[config.mk]
export PLATFORM = sky130hd
export DESIGN_NAME = avalon_rr_arbiter2
export DESIGN_NICKNAME = d
export VERILOG_FILES = /design/src/rtl/avalon_rr_arbiter2.sv
export SDC_FILE = /design/constraint.sdc
export NUM_CORES = 1
export LEC_CHECK = 0
export CELL_PAD_IN_SITES_DETAIL_PLACEMENT = 1
export CELL_PAD_IN_SITES_GLOBAL_PLACEMENT = 2
export CORE_MARGIN = 2
export CORE_UTILIZATION = 12
export DETAILED_ROUTE_END_ITERATION = 8
export PLACE_DENSITY = 0.82
export RECOVER_POWER = 50
export SLEW_MARGIN = 20
export SYNTH_ARGS = -nofsm -noshare
export SYNTH_HDL_FRONTEND = slang
export SYNTH_SLANG_ARGS = --single-unit
export TNS_END_PERCENT = 5
[constraint.sdc]
create_clock -name clk_i -period 3 [get_ports clk_i]
set_clock_uncertainty 0.05 [all_clocks]
set_input_delay 0.3 -clock clk_i [delete_from_list [all_inputs] [get_ports clk_i]]
set_output_delay 0.3 -clock clk_i [all_outputs]
set_load 0.02 [all_outputs]
[src/rtl/avalon_rr_arbiter2.sv]
// Two-master round-robin arbiter for the word-addressed burst bus.
// Holds the grant for a whole burst and ends unanswered bursts with a single error beat.
module avalon_rr_arbiter2 #(
    parameter int unsigned TIMEOUT_CYCLES = 64
) (
    input  logic        clk_i,
    input  logic        rst_i,
    input  logic [4:0]  m0_burstcount,
    input  logic [31:0] m0_writedata,
    input  logic [29:0] m0_address,
    input  logic        m0_read,
    input  logic        m0_write,
    input  logic [3:0]  m0_byteenable,
    output logic        m0_waitrequest,
    output logic [31:0] m0_readdata,
    output logic        m0_readdatavalid,
    output logic        m0_writeresponsevalid,
    output logic [1:0]  m0_response,
    input  logic [4:0]  m1_burstcount,
    input  logic [31:0] m1_writedata,
    input  logic [29:0] m1_address,
    input  logic        m1_read,
    input  logic        m1_write,
    input  logic [3:0]  m1_byteenable,
    output logic        m1_waitrequest,
    output logic [31:0] m1_readdata,
    output logic        m1_readdatavalid,
    output logic        m1_writeresponsevalid,
    output logic [1:0]  m1_response,
    output logic [4:0]  s_burstcount,
    output logic [31:0] s_writedata,
    output logic [29:0] s_address,
    output logic [3:0]  s_byteenable,
    output logic        s_read,
    output logic        s_write,
    input  logic        s_waitrequest,
    input  logic [31:0] s_readdata,
    input  logic        s_readdatavalid,
    input  logic        s_writeresponsevalid,
    input  logic [1:0]  s_response
);
    localparam int unsigned TMO_W = $clog2(TIMEOUT_CYCLES + 1);
    localparam logic [1:0] RESP_DECERR = 2'b11;

    typedef enum logic {IDLE = 1'b0, BUSY = 1'b1} state_t;

    state_t           state_q, state_d;
    logic             owner_q, owner_d;
    logic             last_owner_q, last_owner_d;
    logic             cmd_done_q, cmd_done_d;
    logic             rd_n_wr_q, rd_n_wr_d;
    logic [4:0]       beats_left_q, beats_left_d;
    logic [TMO_W-1:0] tmo_cnt_q, tmo_cnt_d;

    // Owner-side return path before steering to m0/m1
    logic        o_wait, o_rdv, o_wrv;
    logic [31:0] o_rdata;
    logic [1:0]  o_resp;

    logic        req0, req1, gnt, beat, cmd_accept, tmo_hit;
    logic [4:0]  gnt_burstcount;
    logic        own_read, own_write;

    assign req0           = m0_read | m0_write;
    assign req1           = m1_read | m1_write;
    assign gnt            = (req0 & req1) ? ~last_owner_q : req1;
    assign gnt_burstcount = gnt ? m1_burstcount : m0_burstcount;
    assign own_read       = owner_q ? m1_read : m0_read;
    assign own_write      = owner_q ? m1_write : m0_write;
    assign beat           = s_readdatavalid | s_writeresponsevalid;
    assign cmd_accept     = (own_read | own_write) & ~cmd_done_q & ~s_waitrequest;
    assign tmo_hit        = ~beat & (tmo_cnt_q == TMO_W'(TIMEOUT_CYCLES));

    // State register
    always_ff @(posedge clk_i) begin
        if (rst_i) begin
            state_q      <= IDLE;
            owner_q      <= 1'b0;
            last_owner_q <= 1'b1;
            cmd_done_q   <= 1'b0;
            rd_n_wr_q    <= 1'b0;
            beats_left_q <= '0;
            tmo_cnt_q    <= '0;
        end else begin
            state_q      <= state_d;
            owner_q      <= owner_d;
            last_owner_q <= last_owner_d;
            cmd_done_q   <= cmd_done_d;
            rd_n_wr_q    <= rd_n_wr_d;
            beats_left_q <= beats_left_d;
            tmo_cnt_q    <= tmo_cnt_d;
        end
    end

    // Next-state and bus steering
    always_comb begin
        state_d      = state_q;
        owner_d      = owner_q;
        last_owner_d = last_owner_q;
        cmd_done_d   = cmd_done_q;
        rd_n_wr_d    = rd_n_wr_q;
        beats_left_d = beats_left_q;
        tmo_cnt_d    = tmo_cnt_q;
        s_burstcount = '0;
        s_writedata  = '0;
        s_address    = '0;
        s_byteenable = '0;
        s_read       = 1'b0;
        s_write      = 1'b0;
        o_wait       = 1'b1;
        o_rdata      = '0;
        o_rdv        = 1'b0;
        o_wrv        = 1'b0;
        o_resp       = '0;

        case (state_q)
            IDLE: begin
                if (req0 | req1) begin
                    owner_d      = gnt;
                    beats_left_d = (gnt_burstcount == 5'd0) ? 5'd1 : gnt_burstcount;
                    rd_n_wr_d    = gnt ? m1_read : m0_read;
                    cmd_done_d   = 1'b0;
                    tmo_cnt_d    = '0;
                    state_d      = BUSY;
                end
            end
            BUSY: begin
                s_burstcount = owner_q ? m1_burstcount : m0_burstcount;
                s_writedata  = owner_q ? m1_writedata  : m0_writedata;
                s_address    = owner_q ? m1_address    : m0_address;
                s_byteenable = owner_q ? m1_byteenable : m0_byteenable;
                s_read       = own_read & ~cmd_done_q;
                s_write      = own_write & ~cmd_done_q;
                o_wait       = cmd_done_q ? 1'b1 : s_waitrequest;
                o_rdata      = s_readdata;
                o_rdv        = s_readdatavalid;
                o_wrv        = s_writeresponsevalid;
                o_resp       = s_response;
                if (cmd_accept) begin
                    cmd_done_d = 1'b1;
                end
                if (beat) begin
                    beats_left_d = beats_left_q - 5'd1;
                    tmo_cnt_d    = '0;
                    if (beats_left_q == 5'd1) begin
                        state_d      = IDLE;
                        last_owner_d = owner_q;
                    end
                end else if (tmo_hit) begin
                    // Synthesised error beat; the rest of the burst is abandoned
                    o_rdata    = '0;
                    o_rdv      = rd_n_wr_q;
                    o_wrv      = ~rd_n_wr_q;
                    o_resp     = RESP_DECERR;
                    cmd_done_d = 1'b1;
                    state_d    = IDLE;
                end else begin
                    tmo_cnt_d = tmo_cnt_q + TMO_W'(1);
                end
            end
        endcase

        m0_waitrequest        = owner_q ? 1'b1 : o_wait;
        m0_readdata           = owner_q ? '0   : o_rdata;
        m0_readdatavalid      = owner_q ? 1'b0 : o_rdv;
        m0_writeresponsevalid = owner_q ? 1'b0 : o_wrv;
        m0_response           = owner_q ? '0   : o_resp;
        m1_waitrequest        = owner_q ? o_wait  : 1'b1;
        m1_readdata           = owner_q ? o_rdata : '0;
        m1_readdatavalid      = owner_q ? o_rdv   : 1'b0;
        m1_writeresponsevalid = owner_q ? o_wrv   : 1'b0;
        m1_response           = owner_q ? o_resp  : '0;
    end
endmodule

==> flow_summary_export.csv, run 1 <==
group,metric,value,unit
outcome,status,"completed",
sta,relSlewSlack,58.7,%
floorplan,die_area,23900,sq um
min_path,hold_depth,2,
worst_setup_path,worst_r2r_endpoint,"tmo_cnt_q[2]",
global_routing,grt_max_degree,68,
sta,slew_violations,0,
logic_synthesis,synthFlopType,"dfxtp_1",
worst_setup_path,ff2ff_path_depth,5,
worst_setup_path,crit_top_cell,"buf_12",
floorplan,initial_core_util,12.1,%
floorplan,num_rows,55,
global_routing,antenna_found_initial,1,
sta,whs,440,ps
detailed_routing,ant_nets,0,
power,power_density,238,nW/um^2
logic_synthesis,ys_warn_count,0,
min_path,worst_hold_path_type,"reg -> reg",
worst_setup_path,crit_family,"simple AND/OR/NAND/NOR gates",
power,power.total,1.54,mW
worst_setup_path,r2r_slack,980,ps
sta,fin_tns_setup,0,ps
place,dpl.hpwl,13400,um
sta,tightest_slew,614,ps
global_routing,grt_use_total,12.0,%
detailed_routing,finalWirelength,15400,um
sta,rsz0062_at_grt,"false",
min_path,min_to,"cmd_done_q",
final_layout,nets,893,
cts,clock_latency,250,ps
min_path,min-delay-start,"cmd_done_q",
sta,finalCritPeriodShare,94.3,%
logic_synthesis,synth-seq-cells,17,
worst_setup_path,worstPathCellList,"or4_4, nor3_4, buf_12, nor2_4, buf_12, and2_2, clkdlybuf4s50_1",
cts,cts_tree,"yes",
cts,clk_pin_slew_worst_paths,50,ps
detailed_routing,vias_per_cell,3.98,
worst_setup_path,crit_type,"reg -> out",
global_routing,grt_first_pass_wirelength,22900,um
logic_synthesis,yosysSeqAreaShare,12.5,%
flow_run,maxCapViolations,0,
global_routing,grt_overflow_total,0,
worst_setup_path,regToRegStartpoint,"state_q",
final_layout,drive_above_1_share,5.12,%
power,p_leak,2.42,nW
floorplan,coreArea,22400,sq um
worst_setup_path,cp_data_arrival_time,2480,ps
place,place_ws,184,ps
place,io_buffers,331,
logic_synthesis,syn_inst,383,
place,gp_congestion,0.744,
floorplan,die_h,154,um
global_routing,grt_pass1_vias,4003,
worst_setup_path,critPathSlowestCell,"or4_4",
final_layout,diodes,0,
logic_synthesis,synth_fp_nets,572,
logic_synthesis,avgSynthCellArea,7.09,sq um
worst_setup_path,crit_path_end_kind,"output port",
sta,period_needed,2830,ps
cts,cts_root_buf,"clkbuf_16",
worst_setup_path,startpoint_type,"register",
logic_synthesis,synth_edf_count,0,
cts,cts_buffers,3,
cts,cts_resized,0,
cts,holdBufCountCts,0,
cts,max-clock-path-buffers,2,
detailed_routing,wl_per_cell,15.5,um
logic_synthesis,postSynth.asyncResetShare,0,%
final_layout,fill_cells,2672,
worst_setup_path,cp_max_fo,32,
sta,hold_viol,0,
logic_synthesis,ys_types,52,
power,ir_drop,0.134,mV
floorplan,io_pins,332,
sta,fin_ws,172,ps
detailed_routing,vias,3930,
logic_synthesis,syn_area,2720,sq um
cts,clock_sinks,17,
worst_setup_path,slowest_delay,610,ps
floorplan,die_w,154,um
worst_setup_path,cp.required,2650,ps
cts,cts_max_level,1,
detailed_routing,detail_route.iter0.violations,116,
final_layout,area_delta_synth_final,138,%
worst_setup_path,critical_path_buf_inv_count,3,
detailed_routing,drt-pass1-iter-count,5,
sta,final-setup-viol-count,0,
detailed_routing,drc_errors,0,
sta,max_freq,0.354,GHz
==> logic make-up (layout without fill, tap and decap cells) <==
group / Yosys count / after routing / synth area share [%]
fa+ha+maj: 4 / 4 / 1.84
flops: 17 / 17 / 12.5
xor+xnor: 4 / 4 / 1.29
mux: 78 / 78 / 28.9
simple gates: 208 / 208 / 39.0
compound gates: 38 / 38 / 9.90
buf+inv: 34 / 354 / 6.54
==> worst register-to-register path, delay by kind of cell, from the launching register on <==
family	cells	cell delay, ps
compound gates	2	710
simple gates	1	80
buf+inv	1	430
flops	1	380
mux	1	270
==> through the flow <==
stage	cell area, sq um	utilization, %	cells
detailed placement	6360	28.4	982
global placement	6360	28.4	982
finish	6460	28.8	988
floorplan	2720	-	383
global route	6460	28.8	988
CTS	6450	28.7	986
==> cell usage in the layout, fill, tap and decap left out, types with 4 or more instances in the layout <==
master,instances
clkdlybuf4s50_1,270
nor2_1,101
mux2i_1,75
dlygate4sd3_1,61
and2_1,58
dfxtp_1,16
nand2_1,11
a21oi_1,9
o21ai_0,8
inv_1,6
buf_4,5
and2_4,4
nor4_1,4
nor3_1,4
ha_1,4
buf_12,4
==> per-layer routing <==
metal | routed length (um) | up-vias | track usage [%]
li1 | - | 1936 | -
met1 | 6020 | 1755 | 13.5
met2 | 7750 | 233 | 23.2
met3 | 1550 | 4 | 3.56
met4 | 27 | 2 | 0.661
met5 | 7 | - | 0
==> sequential cells by signal, indices dropped and copies added, names as in the netlist <==
register,count
tmo_cnt_q,7
beats_left_q,5
cmd_done_q,1
last_owner_q,1
owner_q,1
rd_n_wr_q,1
state_q,1
==> worst max-delay path by stage <==
stage	slack [ps]	from	endpoint	cells after the start
6_report	170	tmo_cnt_q[3]	m0_readdata[31]	7
5_1_grt	80	tmo_cnt_q[3]	m0_readdata[0]	7
4_1_cts	60	tmo_cnt_q[3]	m0_readdata[0]	6
3_5_place_dp	180	s_readdatavalid	m0_readdata[0]	7
3_3_place_gp	240	s_writeresponsevalid	m0_readdata[31]	7
2_1_floorplan	960	tmo_cnt_q[3]	m0_readdata[22]	5
==> synth_stat cells, drive strengths merged (2+ instances only) <==
cell,n,area (sq um)
xor2,3,26.3
nor2b,3,18.8
nor4,4,25.0
clkbuf,12,45.0
nor3,5,36.3
mux2i,75,751
nand3,3,15.0
o21a,2,15.0
o2111ai,3,26.3
nand2,11,41.3
o21ai,9,45.0
nor2,103,402
buf,15,106
a31oi,2,12.5
and2,64,413
or4,2,18.8
nand2b,3,18.8
or3,2,12.5
and3,3,20.0
ha,4,50.1
a21oi,9,45.0
inv,7,26.3
mux2,3,33.8
dfxtp,17,340
==> final cells by class <==
type	count	area, sq um	area share [%]
Clock buffer	3	75.1	1.16
Clock inverter	1	7.51	0.116
Inverter	7	26.3	0.407
Multi-Input combinational cell	332	2200	34.0
Sequential cell	17	344	5.33
Tap cell	285	357	5.52
Timing Repair Buffer	343	3450	53.4
==> power by group <==
| part | internal, mW | switching, mW | leakage, nW |
|---|---|---|---|
| clock | 0.180 | 0.0956 | 0.0371 |
| sequential | 0.241 | 0.0200 | 0.140 |
| combinational | 0.534 | 0.464 | 2.24 |
| total | 0.955 | 0.580 | 2.42 |
==> repair_timing <==
action                                  in CTS  in global routing
endpoints found under the setup margin       0                 18
hold endpoints to repair                     0                  0
buffers inserted                             0                  2
Power figures use the tool's default switching activity.
==> run 2, diff against run 1 <==
--- a/config.mk
+++ b/config.mk
@@ -7,10 +7,11 @@
 export LEC_CHECK = 0
 export CELL_PAD_IN_SITES_DETAIL_PLACEMENT = 1
 export CELL_PAD_IN_SITES_GLOBAL_PLACEMENT = 2
-export CORE_MARGIN = 2
-export CORE_UTILIZATION = 12
+export CORE_AREA = 2 2 128 130
 export DETAILED_ROUTE_END_ITERATION = 8
-export PLACE_DENSITY = 0.82
+export DIE_AREA = 0 0 130 132
+export DONT_BUFFER_PORTS = 1
+export PLACE_DENSITY = 0.51
 export RECOVER_POWER = 50
 export SLEW_MARGIN = 20
 export SYNTH_ARGS = -nofsm -noshare
==> flow_summary_export.csv, run 2 (synthesized netlist as in run 1, its figures left out) <==
group,metric,value,unit
outcome,status,"completed",
detailed_routing,finalWirelength,11900,um
place,gp_congestion,0.823,
final_layout,drive_above_1_share,7.10,%
floorplan,num_rows,46,
final_layout,diodes,0,
final_layout,reg_top3,"tmo_cnt_q (7), beats_left_q (5)",
sta,final-setup-viol-count,0,
final_layout,nets,556,
detailed_routing,drt-pass1-iter-count,4,
global_routing,grt_first_pass_wirelength,16400,um
global_routing,grt_overflow_total,0,
worst_setup_path,cp_data_arrival_time,2210,ps
sta,period_needed,2560,ps
cts,clock_sinks,17,
worst_setup_path,ff2ff_path_depth,7,
flow_run,maxCapViolations,0,
sta,slew_violations,0,
floorplan,die_area,17200,sq um
detailed_routing,drc_errors,0,
detailed_routing,vias_per_cell,4.69,
worst_setup_path,r2r_slack,640,ps
worst_setup_path,crit_path_end_kind,"output port",
floorplan,io_pins,332,
min_path,worst_hold_path_type,"in -> reg",
global_routing,grt_use_total,12.5,%
final_layout,post-route-cell-area,2960,sq um
sta,rsz0062_at_grt,"false",
final_layout,top_register,"tmo_cnt_q",
global_routing,grt_max_degree,76,
detailed_routing,wl_per_cell,20.4,um
sta,finalCritPeriodShare,85.2,%
place,dp_cells,578,
min_path,hold_depth,1,
cts,holdBufCountCts,0,
power,p_leak,0.996,nW
min_path,min-delay-start,"rst_i",
cts,cts_resized,0,
cts,clk_pin_slew_worst_paths,50,ps
cts,cts_setup_buffers,0,
place,io_buffers,0,
cts,cts_root_buf,"clkbuf_16",
power,power_density,353,nW/um^2
cts,cts_tree,"yes",
min_path,min_to,"owner_q",
worst_setup_path,worst_r2r_endpoint,"beats_left_q[3]",
cts,max-clock-path-buffers,2,
floorplan,die_w,130,um
worst_setup_path,cp_max_fo,75,
power,ir_drop,0.168,mV
sta,fin_tns_setup,0,ps
place,place_area,2900,sq um
global_routing,grt_pass1_vias,2673,
final_layout,largest_reg_flops,7,
floorplan,coreArea,15700,sq um
detailed_routing,vias,2728,
final_layout,post-route-util,18.9,%
worst_setup_path,cp.required,2650,ps
sta,hold_viol,0,
worst_setup_path,regToRegStartpoint,"state_q",
place,dpl.hpwl,10300,um
worst_setup_path,crit_type,"reg -> out",
sta,relSlewSlack,44.0,%
final_layout,instances_no_fill,582,
sta,tightest_slew,831,ps
detailed_routing,ant_nets,0,
worst_setup_path,startpoint_type,"register",
final_layout,area_delta_synth_final,9.12,%
detailed_routing,detail_route.iter0.violations,64,
floorplan,initial_core_util,17.3,%
global_routing,antenna_found_initial,0,
final_layout,layout_commonest_cell,"nor2_1",
cts,clock_latency,250,ps
final_layout,final_cell_mix,"nor2_1, mux2i_1, and2_1, dfxtp_1, nand2_1",
sta,max_freq,0.391,GHz
floorplan,die_h,132,um
cts,cts_max_level,1,
cts,cts_buffers,3,
run 2: cell types whose count changed in the layout (fill, tap and decap cells not counted), sizes merged:
cell and change:
buf -6, clkdlybuf4s50 -270, clkinvlp -1, clkbuf +1, dlygate4sd3 -61
run 2: worst max-delay path: stages, from the launching register on:
cell	delay [ps]
dfxtp_1	630
clkbuf_1	510
inv_2	90
buf_12	230
nor2_1	470
run 2: final cells by class:
cell class	count	area, sq um
Fill cell	1915	12700
Multi-Input combinational cell	332	2190
Sequential cell	17	344
Tap cell	216	270
Clock buffer	4	78.8
Timing Repair Buffer	6	50.0
Inverter	7	26.3
run 2: how the worst max path moves through the flow:
| stage | start | end | slack (ps) | cells past startpoint |
|---|---|---|---|---|
| after CTS | owner_q | m1_readdata[23] | 540 | 3 |
| after floorplan | tmo_cnt_q[3] | m0_readdata[22] | 960 | 5 |
| after detailed placement | tmo_cnt_q[3] | m1_readdatavalid | 810 | 4 |
| final | state_q | s_writedata[3] | 440 | 4 |
| after global routing | state_q | s_writedata[3] | 270 | 4 |
| after global placement | tmo_cnt_q[3] | m1_response[0] | 850 | 4 |
run 2: where the power goes:
group	switching, mW	internal (mW)	leakage [nW]	total (mW)
Combinational	0.358	0.145	0.818	0.503
Clock	0.0918	0.181	0.0382	0.272
Sequential	0.0286	0.241	0.140	0.270
run 2: routing by layer:
layer / global-route usage (%) / part of all wire [%] / vias to the layer above
met5: 0 / 0 / -
met4: 2.09 / 0.78 / 0
li1: - / - / 1272
met1: 12.6 / 35 / 1249
met2: 25.1 / 55 / 201
met3: 3.65 / 9.5 / 6
run 2: per-stage QoR:
stage / power (mW) / hold slack [ps] / setup WS [ps]
global route: 1.11 / 62.3 / 267
detailed placement: 0.789 / 325 / 806
floorplan: 0.711 / 367 / 958
finish: 1.05 / 63.8 / 444
global placement: 0.785 / 318 / 852
CTS: 1.06 / 60.7 / 537
